$ cat src/rtl/mini_alu_pkg.sv
// Shared types and constants for the mini ALU scheduler.
// Opcodes, scheduler states and the latched command bundle.
package mini_alu_pkg;

  localparam logic [7:0] OP_NOP = 8'h00;
  localparam logic [7:0] OP_ADD = 8'h01;
  localparam logic [7:0] OP_SUB = 8'h02;
  localparam logic [7:0] OP_MUL = 8'h03;
  localparam logic [7:0] OP_DIV = 8'h04;
  localparam logic [7:0] OP_AND = 8'h05;
  localparam logic [7:0] OP_OR  = 8'h06;
  localparam logic [7:0] OP_XOR = 8'h07;
  localparam logic [7:0] OP_NOT = 8'h08;
  localparam logic [7:0] OP_SHL = 8'h09;
  localparam logic [7:0] OP_SHR = 8'h0A;
  localparam logic [7:0] OP_ROL = 8'h0B;
  localparam logic [7:0] OP_ROR = 8'h0C;
  localparam logic [7:0] OP_INC = 8'h0D;
  localparam logic [7:0] OP_DEC = 8'h0E;
  localparam logic [7:0] OP_CMP = 8'h0F;

  localparam int DIV_LATENCY = 18;

  typedef enum logic [2:0] {
    IDLE,
    ISSUE,
    CAPTURE,
    WAIT_DIV,
    RESP
  } sched_state_t;

  typedef struct packed {
    logic        id;
    logic [7:0]  op;
    logic [15:0] d0;
    logic [15:0] d1;
    logic [4:0]  shift;
  } cmd_t;

  function automatic logic op_legal(input logic [7:0] op);
    return (op[7:4] == 4'h0) && (op != OP_NOP);
  endfunction

endpackage

$ cat src/rtl/mini_alu_16bit_sched_rr_arb_2.sv
// Two-way round-robin arbiter, one-hot grant.
// Pointer records the last winner and moves only on accept.
module rr_arb_2 (
  input  logic       clk,
  input  logic       rst,
  input  logic [1:0] req,
  input  logic       accept,
  output logic [1:0] grant
);

  logic last_grant;

  always_comb begin
    grant = 2'b00;
    unique case (1'b1)
      (req == 2'b11): grant = last_grant ? 2'b01 : 2'b10;
      (req == 2'b01): grant = 2'b01;
      (req == 2'b10): grant = 2'b10;
      default:        grant = 2'b00;
    endcase
  end

  // Reset to "1 won last" so requester 0 goes first.
  always_ff @(posedge clk or negedge rst) begin
    if (!rst) begin
      last_grant <= 1'b1;
    end else if (accept) begin
      last_grant <= grant[1];
    end
  end

endmodule

$ cat src/rtl/mini_alu_16bit_sched.sv
// Round-robin command scheduler in front of the 16-bit mini ALU.
// Optional DIV watchdog: define MINI_ALU_SCHED_TIMEOUT_EN.
module mini_alu_16bit_sched
  import mini_alu_pkg::*;
#(
  parameter int DIV_TIMEOUT = 32
) (
  input  logic             clk,
  input  logic             rst,
  input  logic [1:0]       req_valid,
  output logic [1:0]       req_ready,
  input  logic [1:0][7:0]  req_op,
  input  logic [1:0][15:0] req_data0,
  input  logic [1:0][15:0] req_data1,
  input  logic [1:0][4:0]  req_shift,
  output logic             rsp_valid,
  input  logic             rsp_ready,
  output logic             rsp_id,
  output logic [31:0]      rsp_result,
  output logic             rsp_overflow,
  output logic             rsp_err,
  output logic [7:0]       alu_op,
  output logic [15:0]      alu_data0,
  output logic [15:0]      alu_data1,
  output logic [4:0]       alu_num_shift,
  output logic             alu_div_start,
  input  logic [31:0]      alu_result,
  input  logic             alu_overflow,
  input  logic             alu_valid
);

  sched_state_t state;
  cmd_t         sel;
  logic [1:0]   grant;
  logic         accept;
  logic         cmd_id;
  logic         fin;
  logic         fin_ovf;
  logic         fin_err;
  logic [31:0]  fin_res;
  logic         div_expired;

  assign accept    = (state == IDLE) && (|req_valid);
  assign req_ready = (rst && state == IDLE) ? grant : 2'b00;

  rr_arb_2 u_arb (
    .clk    (clk),
    .rst    (rst),
    .req    (req_valid),
    .accept (accept),
    .grant  (grant)
  );

  always_comb begin
    sel.id    = grant[1];
    sel.op    = req_op[grant[1]];
    sel.d0    = req_data0[grant[1]];
    sel.d1    = req_data1[grant[1]];
    sel.shift = req_shift[grant[1]];
  end

`ifdef MINI_ALU_SCHED_TIMEOUT_EN
  localparam int TW = $clog2(DIV_TIMEOUT) + 1;
  logic [TW-1:0] div_cnt;

  assign div_expired = (div_cnt == TW'(DIV_TIMEOUT - 1));

  always_ff @(posedge clk or negedge rst) begin
    if (!rst) begin
      div_cnt <= '0;
    end else if (state == ISSUE) begin
      div_cnt <= '0;
    end else if (state == WAIT_DIV && !alu_valid && !div_expired) begin
      div_cnt <= div_cnt + 1'b1;
    end
  end
`else
  logic unused_tmo;
  assign unused_tmo  = (DIV_TIMEOUT > 0);
  assign div_expired = 1'b0;
`endif

  // A late alu_valid beats the watchdog in the same cycle.
  always_comb begin
    fin     = 1'b0;
    fin_res = alu_result;
    fin_ovf = alu_overflow;
    fin_err = 1'b0;
    if (state == CAPTURE) begin
      fin = 1'b1;
    end else if (state == WAIT_DIV) begin
      if (alu_valid) begin
        fin = 1'b1;
      end else if (div_expired) begin
        fin     = 1'b1;
        fin_res = '0;
        fin_ovf = 1'b0;
        fin_err = 1'b1;
      end
    end
  end

  always_ff @(posedge clk or negedge rst) begin
    if (!rst) begin
      state         <= IDLE;
      cmd_id        <= 1'b0;
      rsp_valid     <= 1'b0;
      rsp_id        <= 1'b0;
      rsp_result    <= '0;
      rsp_overflow  <= 1'b0;
      rsp_err       <= 1'b0;
      alu_op        <= OP_NOP;
      alu_data0     <= '0;
      alu_data1     <= '0;
      alu_num_shift <= '0;
      alu_div_start <= 1'b0;
    end else begin
      alu_div_start <= 1'b0;
      unique case (state)
        IDLE: begin
          if (accept) begin
            cmd_id <= sel.id;
            if (op_legal(sel.op)) begin
              state         <= ISSUE;
              alu_op        <= sel.op;
              alu_data0     <= sel.d0;
              alu_data1     <= sel.d1;
              alu_num_shift <= sel.shift;
              alu_div_start <= (sel.op == OP_DIV);
            end else begin
              state        <= RESP;
              rsp_valid    <= 1'b1;
              rsp_id       <= sel.id;
              rsp_result   <= '0;
              rsp_overflow <= 1'b0;
              rsp_err      <= 1'b1;
            end
          end
        end
        ISSUE: begin
          state <= (alu_op == OP_DIV) ? WAIT_DIV : CAPTURE;
        end
        CAPTURE, WAIT_DIV: begin
          if (fin) begin
            state         <= RESP;
            rsp_valid     <= 1'b1;
            rsp_id        <= cmd_id;
            rsp_result    <= fin_res;
            rsp_overflow  <= fin_ovf;
            rsp_err       <= fin_err;
            alu_op        <= OP_NOP;
            alu_data0     <= '0;
            alu_data1     <= '0;
            alu_num_shift <= '0;
          end
        end
        RESP: begin
          if (rsp_ready) begin
            rsp_valid <= 1'b0;
            state     <= IDLE;
          end
        end
        default: state <= IDLE;
      endcase
    end
  end

endmodule

$ cat config.mk
export PLATFORM = sky130hd
export DESIGN_NAME = mini_alu_16bit_sched
export DESIGN_NICKNAME = d
export VERILOG_FILES = /design/src/rtl/mini_alu_pkg.sv /design/src/rtl/mini_alu_16bit_sched_rr_arb_2.sv /design/src/rtl/mini_alu_16bit_sched.sv
export SDC_FILE = /design/constraint.sdc
export NUM_CORES = 1
export LEC_CHECK = 0
export ABC_CLOCK_PERIOD_IN_PS = 2500
export CORE_MARGIN = 3
export CORE_UTILIZATION = 35
export DETAILED_ROUTE_END_ITERATION = 8
export PLACE_DENSITY_LB_ADDON = 0.05
export SYNTH_ARGS = -nofsm -noshare
export SYNTH_HDL_FRONTEND = slang
export SYNTH_HIERARCHICAL = 1
export SYNTH_SLANG_ARGS = --single-unit
$ cat constraint.sdc
create_clock -name clk -period 2.5 [get_ports clk]
set_input_delay 0.5 -clock clk [delete_from_list [all_inputs] [get_ports clk]]
set_output_delay 0.5 -clock clk [all_outputs]
set_load 0.01 [all_outputs]
# ---- Yosys cells after proc, flatten, opt, wreduce, memory -nomap -nowiden
# Index checks and enable logic that the tools add are counted.
dict set report word_totals {
  wordCells 100
  input_bits 129
  out_inout_bits 84
  regBits 87
}
dict set report op_classes {
  reduce_logical 15
  n_lt_le_gt_ge 1
  muxes 57
  eq_ne 14
}
# operator n
set ops {}
lappend ops {{2-to-1 mux 16 bit} 9}
lappend ops {{2-to-1 mux 32 bit} 3}
lappend ops {{one-hot mux 16 bit (2 select lines)} 2}
lappend ops {{one-hot mux 32 bit (2 select lines)} 1}
lappend ops {{2-to-1 mux 8 bit} 5}
lappend ops {{2-to-1 mux 5 bit} 5}
lappend ops {{2-to-1 mux 1 bit} 18}
lappend ops {{equality test 8 x 3 -> 1 bit (second input constant)} 2}
lappend ops {{one-hot mux 8 bit (2 select lines)} 1}
lappend ops {{2-to-1 mux 3 bit} 4}
lappend ops {{one-hot mux 3 bit (4 select lines)} 1}
lappend ops {{one-hot mux 5 bit (2 select lines)} 1}
lappend ops {{!= test 2 bit (second input constant)} 4}
lappend ops {{AND reduction 4 bit} 2}
lappend ops {{nonzero test 8 bit} 1}
lappend ops {{equality test 3 x 2 -> 1 bit (second input constant)} 2}
lappend ops {{one-hot mux 1 bit (2 select lines)} 3}
lappend ops {{one-hot mux 2 bit (3 select lines)} 1}
lappend ops {{AND reduction 5 bit} 1}
lappend ops {{equality test 2 bit (second input constant)} 2}
lappend ops {{zero test 4 bit} 1}
lappend ops {{2-to-1 mux 2 bit} 2}
lappend ops {{OR reduction 2 bit} 2}
lappend ops {{equality test 3 x 1 -> 1 bit (second input constant)} 1}
lappend ops {{11 further kinds} 13}

# ---- Depth between registers and ports, before layout
# Gate-level depths: netlist of run 1.
dict set report depth {
  ltp_word 9
  ltp_mapped 8
  mapped_depth_nobuf 6
}

# ---- Cells and area by module
# Netlist of run 1, hierarchy kept.
# mod area_per_inst_um2 n_inst cells_each seq_area_each_um2
set modules_own_cells {}
lappend modules_own_cells {mini_alu_16bit_sched 3803.6 1 320 2152.1}
lappend modules_own_cells {rr_arb_2 63.8 1 5 26.3}

# ---- Least setup slack after synthesis of run 1
# No wires, ideal clock.
dict set report synth_path {
  kind {input-to-reg}
  from {input port req_valid[1]}
  to {register rsp_result[16]}
  setup_ns 0.121
  path_buffers 2
  setup_slack_ns 0.409
  t_arrival_ns 1.970
  t_required_ns 2.379
  cell_stages 8
  cell_sequence {a21boi_2 buf_2 nor4b_2 o21ai_1 a21boi_2 o21bai_4 buf_6 a22o_1}
}
dict set report synth_between {
  elab_chain_len 8
  elab_cells_between_ends 14
  classes_between {5 x eq/ne; 3 x mux; 6 x reduce/logical}
}
# element line
set synth_lines {}
lappend synth_lines {{start: declaration} mini_alu_16bit_sched.sv:10} ;# input logic [1:0] req_valid,
lappend synth_lines {{equality test 2 bit, or another cell as far along} mini_alu_16bit_sched_rr_arb_2.sv:18} ;# (req == 2'b10): grant = 2'b10;
lappend synth_lines {{one-hot mux 2 bit (3 select lines)} mini_alu_16bit_sched_rr_arb_2.sv:15} ;# unique case (1'b1)
lappend synth_lines {{2-to-1 mux 8 bit (implied by the code) (2 in series)} mini_alu_16bit_sched.sv:56} ;# sel.op = req_op[grant[1]];
lappend synth_lines {{nonzero test 8 bit or zero test 4 bit (tied branches)} mini_alu_pkg.sv:41} ;# return (op[7:4] == 4'h0) && (op != OP_NOP);
lappend synth_lines {{logical AND 1 bit} mini_alu_pkg.sv:41}
lappend synth_lines {{!= test 2 bit (no line)} n/a}
lappend synth_lines {{AND reduction 4 bit (no line) (*)} n/a}
lappend synth_lines {{end signal: assignment} mini_alu_16bit_sched.sv:148} ;# rsp_result <= fin_res;
lappend synth_lines {{end: declaration} mini_alu_16bit_sched.sv:19} ;# output logic [31:0] rsp_result,
# Mark *: on every way between the ends. The rest lies on a longest branch, timed or not. The select of a mux whose other input is x is not followed.
# A chain may end at the register's enable or synchronous reset.

# ---- Worst setup path after layout of run 1
dict set report layout_path {
  from {input port req_valid[1]}
  to {register alu_data0[13]}
}
dict set report layout_between {
  elab_chain_len 8
  elab_cells_between_ends 19
  classes_between {5 x eq/ne; 8 x mux; 6 x reduce/logical}
}
# element line
set layout_lines {}
lappend layout_lines {{equality test 2 bit, or another cell as far along} mini_alu_16bit_sched_rr_arb_2.sv:18}
lappend layout_lines {{one-hot mux 2 bit (3 select lines) (*)} mini_alu_16bit_sched_rr_arb_2.sv:15}
lappend layout_lines {{via grant[1]} mini_alu_16bit_sched.sv:34} ;# logic [1:0] grant;
lappend layout_lines {{2-to-1 mux 8 bit (implied by the code) (2 in series)} mini_alu_16bit_sched.sv:56}
lappend layout_lines {{nonzero test 8 bit or zero test 4 bit (tied branches)} mini_alu_pkg.sv:41}
lappend layout_lines {{logical AND 1 bit} mini_alu_pkg.sv:41}
lappend layout_lines {{!= test 2 x 1 -> 1 bit (no line)} n/a}
lappend layout_lines {{AND reduction 4 bit (no line)} n/a}
lappend layout_lines {{end signal: assignment} mini_alu_16bit_sched.sv:126} ;# alu_data0 <= sel.d0;
lappend layout_lines {{end: declaration} mini_alu_16bit_sched.sv:23} ;# output logic [15:0] alu_data0,
# Mark *: on every way through the listed nets, which the timed path passes. The rest lies on a longest branch. The select of a mux whose other input is x is not followed.

==> flow_summary.toml, run 1 <==
[final_layout]
fin_area_um2 = 6470
fin_cells = 687
fin_nets = 675
antenna_cells = 0
fin_util_pct = 61.3
drive_above_1_share_pct = 9.98
area_growth_pct = 67.3

[critical_path]
cp.arrival_ns = 2.61
r2r_slack_ns = 0.31
cp_top_family = "simple AND/OR/NAND/NOR gates"
critical_path.max_fanout = 40
cp_slowest_cell = "clkdlybuf4s50_1"
crit_chain = "clkdlybuf4s50_1 -> a21boi_4 -> or4b_4 -> o22ai_4 -> nand3_2 -> clkbuf_16 -> nand3_1 -> o21ai_0"
rr_endpoint = "alu_data0[13]"
worstSetupEndpointType = "flop"
required_ns = 2.74
r2r_cells = 7
critPathMaxStageDelay_ns = 0.50
critical_path_buf_inv_count = 2
startpoint_type = "input port"
critPathKind = "input port to flop"
r2r_start = "u_arb/last_grant"

[sta]
fin_crit_ns = 2.37
setup_viol = 0
rsz0062_at_grt = "no"
drv_slew = 0
fin_setup_tns_ns = 0
skew_ns = 0.00692
fin_crit_sh_pct = 94.8
timing_hold_violations_final = 0
fmax_mhz = 422
maxSlewHeadroom_pct = 46.8
worst_pin_slew_ns = 0.798

[clock_tree]
cts_made_buffers = 9
cts.sinks = 87
cts_root_buf = "clkbuf_8"
insertion_delay_ns = 0.35
tritoncts = "done"
clock_path_buffers = 2
htree_levels = 3
path_clk_slew_ns = 0.09

[logic_synthesis]
synth-edff-count = 0
synth_top_cells_by_area = "dfrtp_1 (56%), mux2i_1 (11%), a22o_1 (7.5%)"
synth_top_cell_by_area = "dfrtp_1"
synth_top_area_share_pct = 55.6
synth_cell_types = 40
avgSynthCellArea_um2 = 11.9
syn-num-nets = 454
yosysWarnings = 6
ys.flop_type = "dfrtp_1"
syn_area_um2 = 3870
synth_cells = 325
ys_ff_latch = 87
synth.yosys.seq_area_share_pct = 56.3
async_flop_share_pct = 100

[floorplanning]
die_w_um = 111
num_rows = 37
core-area_um2 = 10600
start_util_pct = 36.6
ios = 213
die_h_um = 111
die_area_um2 = 12300

[placement]
placed_cell_area_um2 = 6240
dp_cells = 670
routabilityCongestion = 0.786
io_buffers = 212
hpwl_mm = 8.37

[drt]
drt_iter0_markers = 136
wl_per_cell_um = 16.9
ant_nets = 0
vias = 3511
drc = 0
finalWirelength_mm = 11.6
drt_pass1_iterations = 4
via_per_inst = 5.11

[grt]
grt_max_degree = 81
grt_use_total_pct = 18.2
overflow = 0
first_global_vias = 3551
grt_pass1_wl_mm = 18.3
grt_antenna_before_repair = 0

[pwr]
power_mw = 4.91
seqPwrFrac_pct = 39.9
vdd_drop_max_mv = 0.391
comb_power_share_pct = 40.0
pwr-share-clk_pct = 20.1
power.switching_mw = 1.54
power.density_nw_per_um2 = 759
swShare_pct = 31.3
power.leakage_nw = 2.80
internal-power_mw = 3.38

[min_path]
min_path_type = "input port to async pin"

[job]
maxCapViolCount = 0

[run_status]
outcome = "finished clean"
-- power groups by stage --
stage | registers, mW | logic (mW) | clock network, mW
floorplan | 2.13 | 0.691 | 0
finish | 1.96 | 1.97 | 0.985
global placement | 1.97 | 1.97 | 0
detailed placement | 1.98 | 1.99 | 0
CTS | 1.96 | 1.99 | 1.01
global route | 2.01 | 2.14 | 1.08
-- cell type report --
type                    instances  area, um2
clock buffers                  11        141
clock inverters                 5       57.6
fillers                       894       4080
well taps                     136        170
repair buffers                235       2370
flip-flops and latches         87       2180
multi-input cells             211       1550
inverters                       2       7.51
-- layer usage --
layer	part of all wire [%]	GRT usage (%)
met5	0	0
met4	1.6	5.68
met3	7.9	5.13
met2	48	30.1
met1	43	23.1
-- timing repair --
| item | in CTS | in global routing |
|---|---|---|
| hold buffers | 0 | 0 |
| gates cloned | 0 | 1 |
| setup endpoints to repair | 2 | 40 |
| pin swaps | 0 | 0 |
| setup buffers | 0 | 0 |
| gates resized for setup | 2 | 1 |
-- cell usage after synthesis, types with 3 or more instances --
library cell / instances
a22o_1: 33
o21ai_0: 29
nor3_1: 3
dfrtp_1: 86
nand3_1: 43
nor2b_1: 5
buf_2: 5
o21ai_1: 13
nand2b_1: 4
buf_6: 7
clkbuf_1: 11
nand2_1: 5
a21oi_1: 4
mux2i_1: 41
nor2_1: 6
-- cells by family after synthesis --
| logic type | Yosys count | synth area share [%] |
|---|---|---|
| flops | 87 | 56.3 |
| mux | 43 | 11.3 |
| compound gates | 89 | 16.5 |
| simple gates | 79 | 11.7 |
| buf+inv | 27 | 4.24 |
-- through the flow --
stage,hold WS [ns],worst slack (ns)
final,0.144,0.129
after global routing,0.152,0.00571
after CTS,0.140,0.136
after detailed placement,0.470,-0.219
after global placement,0.463,-0.185
after floorplan,0.204,0.409
-- worst register-to-register path: stages (launching register included) --
cell and delay, ns:
dfstp_2 0.58, a21boi_4 0.08, or4_4 0.55, o22ai_4 0.24, nand3_2 0.19, clkbuf_16 0.26
nand3_1 0.11, o21ai_0 0.07
-- registers in the layout (all words and copies together), names as in the netlist --
name	flops
state	3
alu_num_shift	5
alu_data0	16
rsp_overflow	1
rsp_valid	1
cmd_id	1
rsp_err	1
u_arb/last_grant	1
rsp_result	32
rsp_id	1
alu_div_start	1
alu_data1	16
alu_op	8
-- worst max-delay path by stage --
stage,start,end,depth (start not counted)
finish,req_valid[1],alu_data0[13],8
global route,req_valid[1],alu_num_shift[2],8
CTS,req_valid[1],alu_op[2],7
detailed placement,req_valid[1],alu_op[2],7
global placement,req_valid[1],alu_op[2],7
floorplan,req_valid[1],rsp_result[16],8
-- cells in the final DEF, fill, tap and decap left out, types with 2 or more instances in the layout --
cell             count
dfrtp_1             86
o21ai_0             29
nand3_1             43
clkdlybuf4s50_1    209
a22o_1              33
inv_1                2
or4_4                2
dlygate4sd2_1        2
a21oi_1              4
clkbuf_8            10
nand2b_1             3
buf_4               18
o21ai_1             13
clkinvlp_4           3
and3_1               2
buf_12               5
nor2_1               5
nor2b_1              5
nand3b_1             2
nand2_1              5
nor3_1               3
mux2i_1             41
No activity file was read; power rests on OpenSTA's default activity.
==> run 2: changes to the inputs <==
==> constraint.sdc (replaced) <==
create_clock -name clk -period 2.5 [get_ports clk]
set_input_delay 0.25 -clock clk [delete_from_list [all_inputs] [get_ports clk]]
set_output_delay 0.25 -clock clk [all_outputs]
set_load 0.01 [all_outputs]
==> flow_summary.toml, run 2 (synthesis results as in run 1) <==
[run_status]
outcome = "finished clean"

[drt]
via_per_inst = 4.96
ant_nets = 0
wl_per_cell_um = 16.3
drt_pass1_iterations = 4
drt_iter0_markers = 219
vias = 3359
finalWirelength_mm = 11.1
drc = 0

[sta]
fmax_mhz = 454
hold_ws_ns = 0.375
rsz0062_at_grt = "no"
fin_crit_sh_pct = 88.2
drv_slew = 0
setup_viol = 0
worst_pin_slew_ns = 0.781
maxSlewHeadroom_pct = 47.9
skew_ns = 0.00601
timing_hold_violations_final = 0
fin_setup_tns_ns = 0
setup_ws_ns = 0.295
fin_crit_ns = 2.20

[critical_path]
required_ns = 2.25
worstSetupEndpointType = "output pin"
startpoint_type = "flop"
critPathKind = "flop to output pin"
critical_path.max_fanout = 8
cp.arrival_ns = 1.95

[pwr]
power.switching_mw = 1.52
comb_power_share_pct = 39.3
power.density_nw_per_um2 = 763
internal-power_mw = 3.34
pwr-share-clk_pct = 20.1
vdd_drop_max_mv = 0.437
swShare_pct = 31.2
power.leakage_nw = 2.73
power_mw = 4.86
seqPwrFrac_pct = 40.6

[clock_tree]
path_clk_slew_ns = 0.09
tritoncts = "done"
post_cts_buffers = 0
htree_levels = 3
cts_root_buf = "clkbuf_8"
clock_path_buffers = 2
insertion_delay_ns = 0.35
cts.sinks = 87
cts_made_buffers = 9

[final_layout]
largest-register = "rsp_result"
antenna_cells = 0
final_cell_mix = "clkdlybuf4s50_1 (211), dfrtp_1 (86), nand3_1 (43)"
top_regs = "rsp_result: 32 flops, alu_data0: 16 flops, alu_data1: 16 flops"
fin_util_pct = 60.4
fin_cells = 677
area_growth_pct = 64.8
drive_above_1_share_pct = 8.50
largest_reg_flops = 32
layout_commonest_cell = "clkdlybuf4s50_1"
fin_nets = 666
fin_area_um2 = 6370

[floorplanning]
die_w_um = 111
start_util_pct = 36.6
die_h_um = 111
die_area_um2 = 12300
core-area_um2 = 10600
num_rows = 37
ios = 213

[grt]
overflow = 0
grt_max_degree = 81
grt_antenna_before_repair = 0
grt_pass1_wl_mm = 18.1
grt_use_total_pct = 18.1
first_global_vias = 3471

[placement]
placed_cell_area_um2 = 6160
hpwl_mm = 8.19
pre_cts_slack_ns = 0.0711
io_buffers = 212
routabilityCongestion = 0.787
dp_cells = 661

[job]
maxCapViolCount = 0

[min_path]
min_path_type = "input port to async pin"
==> run 2: cell types whose count changed in the layout (fill, tap and decap cells not counted), sizes merged <==
cell           delta
buf               -9
clkbuf            -2
clkdlybuf4s50     +2
dlygate4sd2       -2
clkinv            +1
clkinvlp          -1
dlygate4sd3       +1
==> run 2: repair_timing <==
action | CTS | global route
hold endpoints to repair | 22 | 0
resized for setup | 0 | 1
setup endpoints to repair | 0 | 1
hold buffers | 1 | 0
==> run 2: per-layer routing <==
metal	GRT usage, %	share of wire [%]	vias up
met5	0	0	-
met4	5.35	1.1	0
met3	5.13	7.9	9
met2	30.3	49	134
met1	22.8	42	1590
li1	-	-	1626
==> run 2: layout make-up <==
class,count,area [um2]
clock buffers,10,138
clock inverters,5,58.8
fillers,918,4180
inverters,2,7.51
multi-input cells,211,1540
flip-flops and latches,87,2180
well taps,136,170
repair buffers,226,2280
==> run 2: final timing paths <==
kind	from	cells after the start	slack, ns	to
hold reg to reg	rsp_valid	2	0.49	rsp_valid
hold / removal	rst	2	0.38	rsp_result[17]
min in group clk	rsp_valid	2	0.49	rsp_valid
max in group asynchronous	rst	3	1.03	alu_num_shift[4]
setup / recovery	state[2]	3	0.30	req_ready[1]
setup reg to reg	u_arb/last_grant	8	0.32	alu_op[2]
==> run 2: power by group through the flow <==
| stage | clock network [mW] | registers, mW | logic, mW |
|---|---|---|---|
| final | 0.978 | 1.97 | 1.91 |
| after global routing | 1.09 | 2.03 | 2.09 |
| after CTS | 1.01 | 1.98 | 1.94 |
| after detailed placement | 0 | 2.00 | 1.93 |
| after global placement | 0 | 1.98 | 1.92 |
| after floorplan | 0 | 2.13 | 0.691 |
==> run 2: worst max-delay path: stages, from the launching register on <==
cell	delay, ns
dfrtp_1	0.48
nor3_2	0.35
and3_1	0.22
clkdlybuf4s50_1	0.56
==> run 3: changes to the inputs <==
--- a/config.mk
+++ b/config.mk
@@ -5,11 +5,14 @@
 export SDC_FILE = /design/constraint.sdc
 export NUM_CORES = 1
 export LEC_CHECK = 0
+export ABC_AREA = 1
 export ABC_CLOCK_PERIOD_IN_PS = 2500
 export CORE_MARGIN = 3
 export CORE_UTILIZATION = 35
 export DETAILED_ROUTE_END_ITERATION = 8
 export PLACE_DENSITY_LB_ADDON = 0.05
+export SETUP_SLACK_MARGIN = 0.2
+export SLEW_MARGIN = 20
 export SYNTH_ARGS = -nofsm -noshare
 export SYNTH_HDL_FRONTEND = slang
 export SYNTH_HIERARCHICAL = 1
==> flow_summary.toml, run 3 <==
[min_path]
hp-start = "alu_data1[15]"
holdPathStages = 2
hold_end = "alu_data1[15]"
min_path_type = "flop to flop"

[grt]
grt_pass1_wl_mm = 21.7
met1_usage_pct = 26.9
grt_use_total_pct = 19.8
grt_max_degree = 60
first_global_vias = 4380
overflow = 0
met3_usage_pct = 3.65
grtUsageMet2_pct = 32.4
grt-busiest-layer = "met2"
grt_antenna_before_repair = 0

[clock_tree]
clock_path_buffers = 2
insertion_delay_ns = 0.33
cts.sinks = 87
cts_root_buf = "clkbuf_16"
htree_levels = 3
cts_made_buffers = 9
path_clk_slew_ns = 0.06
tritoncts = "done"

[floorplanning]
die_h_um = 117
start_util_pct = 35.9
core-area_um2 = 12100
die_w_um = 117
die_area_um2 = 13800
ios = 213
num_rows = 40

[pwr]
seqPwrFrac_pct = 33.7
power.density_nw_per_um2 = 865
comb_power_share_pct = 46.0
internal-power_mw = 3.79
swShare_pct = 37.5
power.switching_mw = 2.28
pwr-share-clk_pct = 20.3
power.leakage_nw = 3.40
vdd_drop_max_mv = 0.464

[sta]
maxSlewHeadroom_pct = 50.1
fmax_mhz = 473
timing_hold_violations_final = 0
setup_viol = 0
fin_crit_ns = 2.12
fin_setup_tns_ns = 0
skew_ns = 0.00536
fin_crit_sh_pct = 84.6
worst_pin_slew_ns = 0.749
rsz0062_at_grt = "no"
drv_slew = 0

[placement]
routabilityCongestion = 0.772
hpwl_mm = 10.0
io_buffers = 212

[logic_synthesis]
synth_cell_types = 25
synth-edff-count = 0
synth.yosys.seq_area_share_pct = 50.3
synth_cells = 575
synth_top_cells_by_area = "dfrtp_1 (50%), nand2_1 (24%), nand4_1 (6.2%)"
syn-num-nets = 704
synth_top_cell_by_area = "dfrtp_1"
async_flop_share_pct = 100
ys_ff_latch = 87
synth_top_area_share_pct = 49.7
yosysWarnings = 6
avgSynthCellArea_um2 = 7.54
ys_top_cells_by_count = "nand2_1 (275), dfrtp_1 (86), nand4_1 (43), a21oi_1 (41), nand3_1 (37)"
synth_most_common_cell = "nand2_1"
syn_area_um2 = 4330
ys.flop_type = "dfrtp_1"

[final_layout]
area_growth_pct = 61.8
final_cell_mix = "nand2_1 (275), clkdlybuf4s50_1 (210), dfrtp_1 (86)"
largest_reg_flops = 32
layout_commonest_cell = "nand2_1"
fin_util_pct = 58.1
top_regs = "rsp_result: 32 flops, alu_data0: 16 flops, alu_data1: 16 flops"
largest-register = "rsp_result"
fin_nets = 909
drive_above_1_share_pct = 6.37
fillers = 1137
antenna_cells = 0

[critical_path]
cp.arrival_ns = 1.87
required_ns = 2.25
r2r_start = "u_arb/last_grant"
startpoint_type = "flop"
critPathKind = "flop to output pin"
worstSetupEndpointType = "output pin"
r2r_cells = 12
critical_path.max_fanout = 5
rr_endpoint = "alu_data0[3]"
r2r_slack_ns = 0.45

[drt]
drt_pass1_iterations = 7
drc = 0
ant_nets = 0
drt_iter0_markers = 293
vias = 4562
wl_per_cell_um = 14.9
via_per_inst = 4.79
finalWirelength_mm = 14.2

[job]
maxCapViolCount = 0

[run_status]
outcome = "finished clean"
## run 3: power by group through the flow
stage | logic (mW) | registers [mW] | clock network [mW]
floorplan | 1.23 | 2.17 | 0
global placement | 2.72 | 2.06 | 0
detailed placement | 2.78 | 2.05 | 0
CTS | 2.78 | 2.04 | 1.27
global route | 3.08 | 2.08 | 1.33
finish | 2.79 | 2.04 | 1.23
## run 3: per-stage QoR
stage | setup WS, ns | power (mW) | cells | hold slack, ns | instance area [um2]
after floorplan | 0.666 | 3.40 | 575 | -0.0456 | 4330
after global placement | 0.166 | 4.78 | 934 | 0.287 | 6680
after detailed placement | 0.0946 | 4.84 | 934 | 0.295 | 6680
after CTS | 0.215 | 6.09 | 951 | 0.466 | 6970
after global routing | 0.211 | 6.48 | 953 | 0.481 | 7010
final | 0.384 | 6.06 | 953 | 0.469 | 7010
## run 3: cell families after synthesis
| family | Yosys count | synth area share [%] |
|---|---|---|
| flip-flops | 87 | 50.3 |
| buffers and inverters | 63 | 6.47 |
| AO/OA/AOI/OAI | 44 | 5.08 |
| AND/OR/NAND/NOR | 381 | 38.2 |
## run 3: metal layers
metal  vias to the layer above  part of all wire (%)  routed length [um]
met3                        13                   7.3                1040
met1                      2118                    44                6240
met4                         0                   1.3                 189
met5                         -                     0                   0
met2                       152                    47                6740
li1                       2279                     -                   -
## run 3: cell type report
class,instances,area [um2],area share (%)
inverters,22,85.1,1.21
clock inverters,6,45.0,0.642
multi-input cells,425,1900,27.0
repair buffers,235,2370,33.8
well taps,168,210,3.00
clock buffers,10,229,3.27
flip-flops and latches,87,2180,31.1
## run 3: worst max path at each step
stage / start / endpoint
CTS: req_valid[1] / req_ready[1]
detailed placement: req_valid[0] / alu_data1[1]
floorplan: u_arb/last_grant / alu_op[1]
global placement: req_valid[0] / alu_data1[10]
finish: state[1] / req_ready[0]
global route: req_valid[1] / alu_data1[0]
## run 3: worst max-delay path, stage by stage (launching register included)
cell and delay, ns:
dfrtp_1 0.39, nor2_2 0.20, nand2_1 0.15, nor3b_1 0.20
clkdlybuf4s50_1 0.60
## run 3: what timing repair did
action                     4_1_cts  5_1_grt
hold buffers                     1        0
hold endpoints to repair        28        0
buffers inserted                 0        1
setup endpoints to repair        0       38
resized for setup                0        5
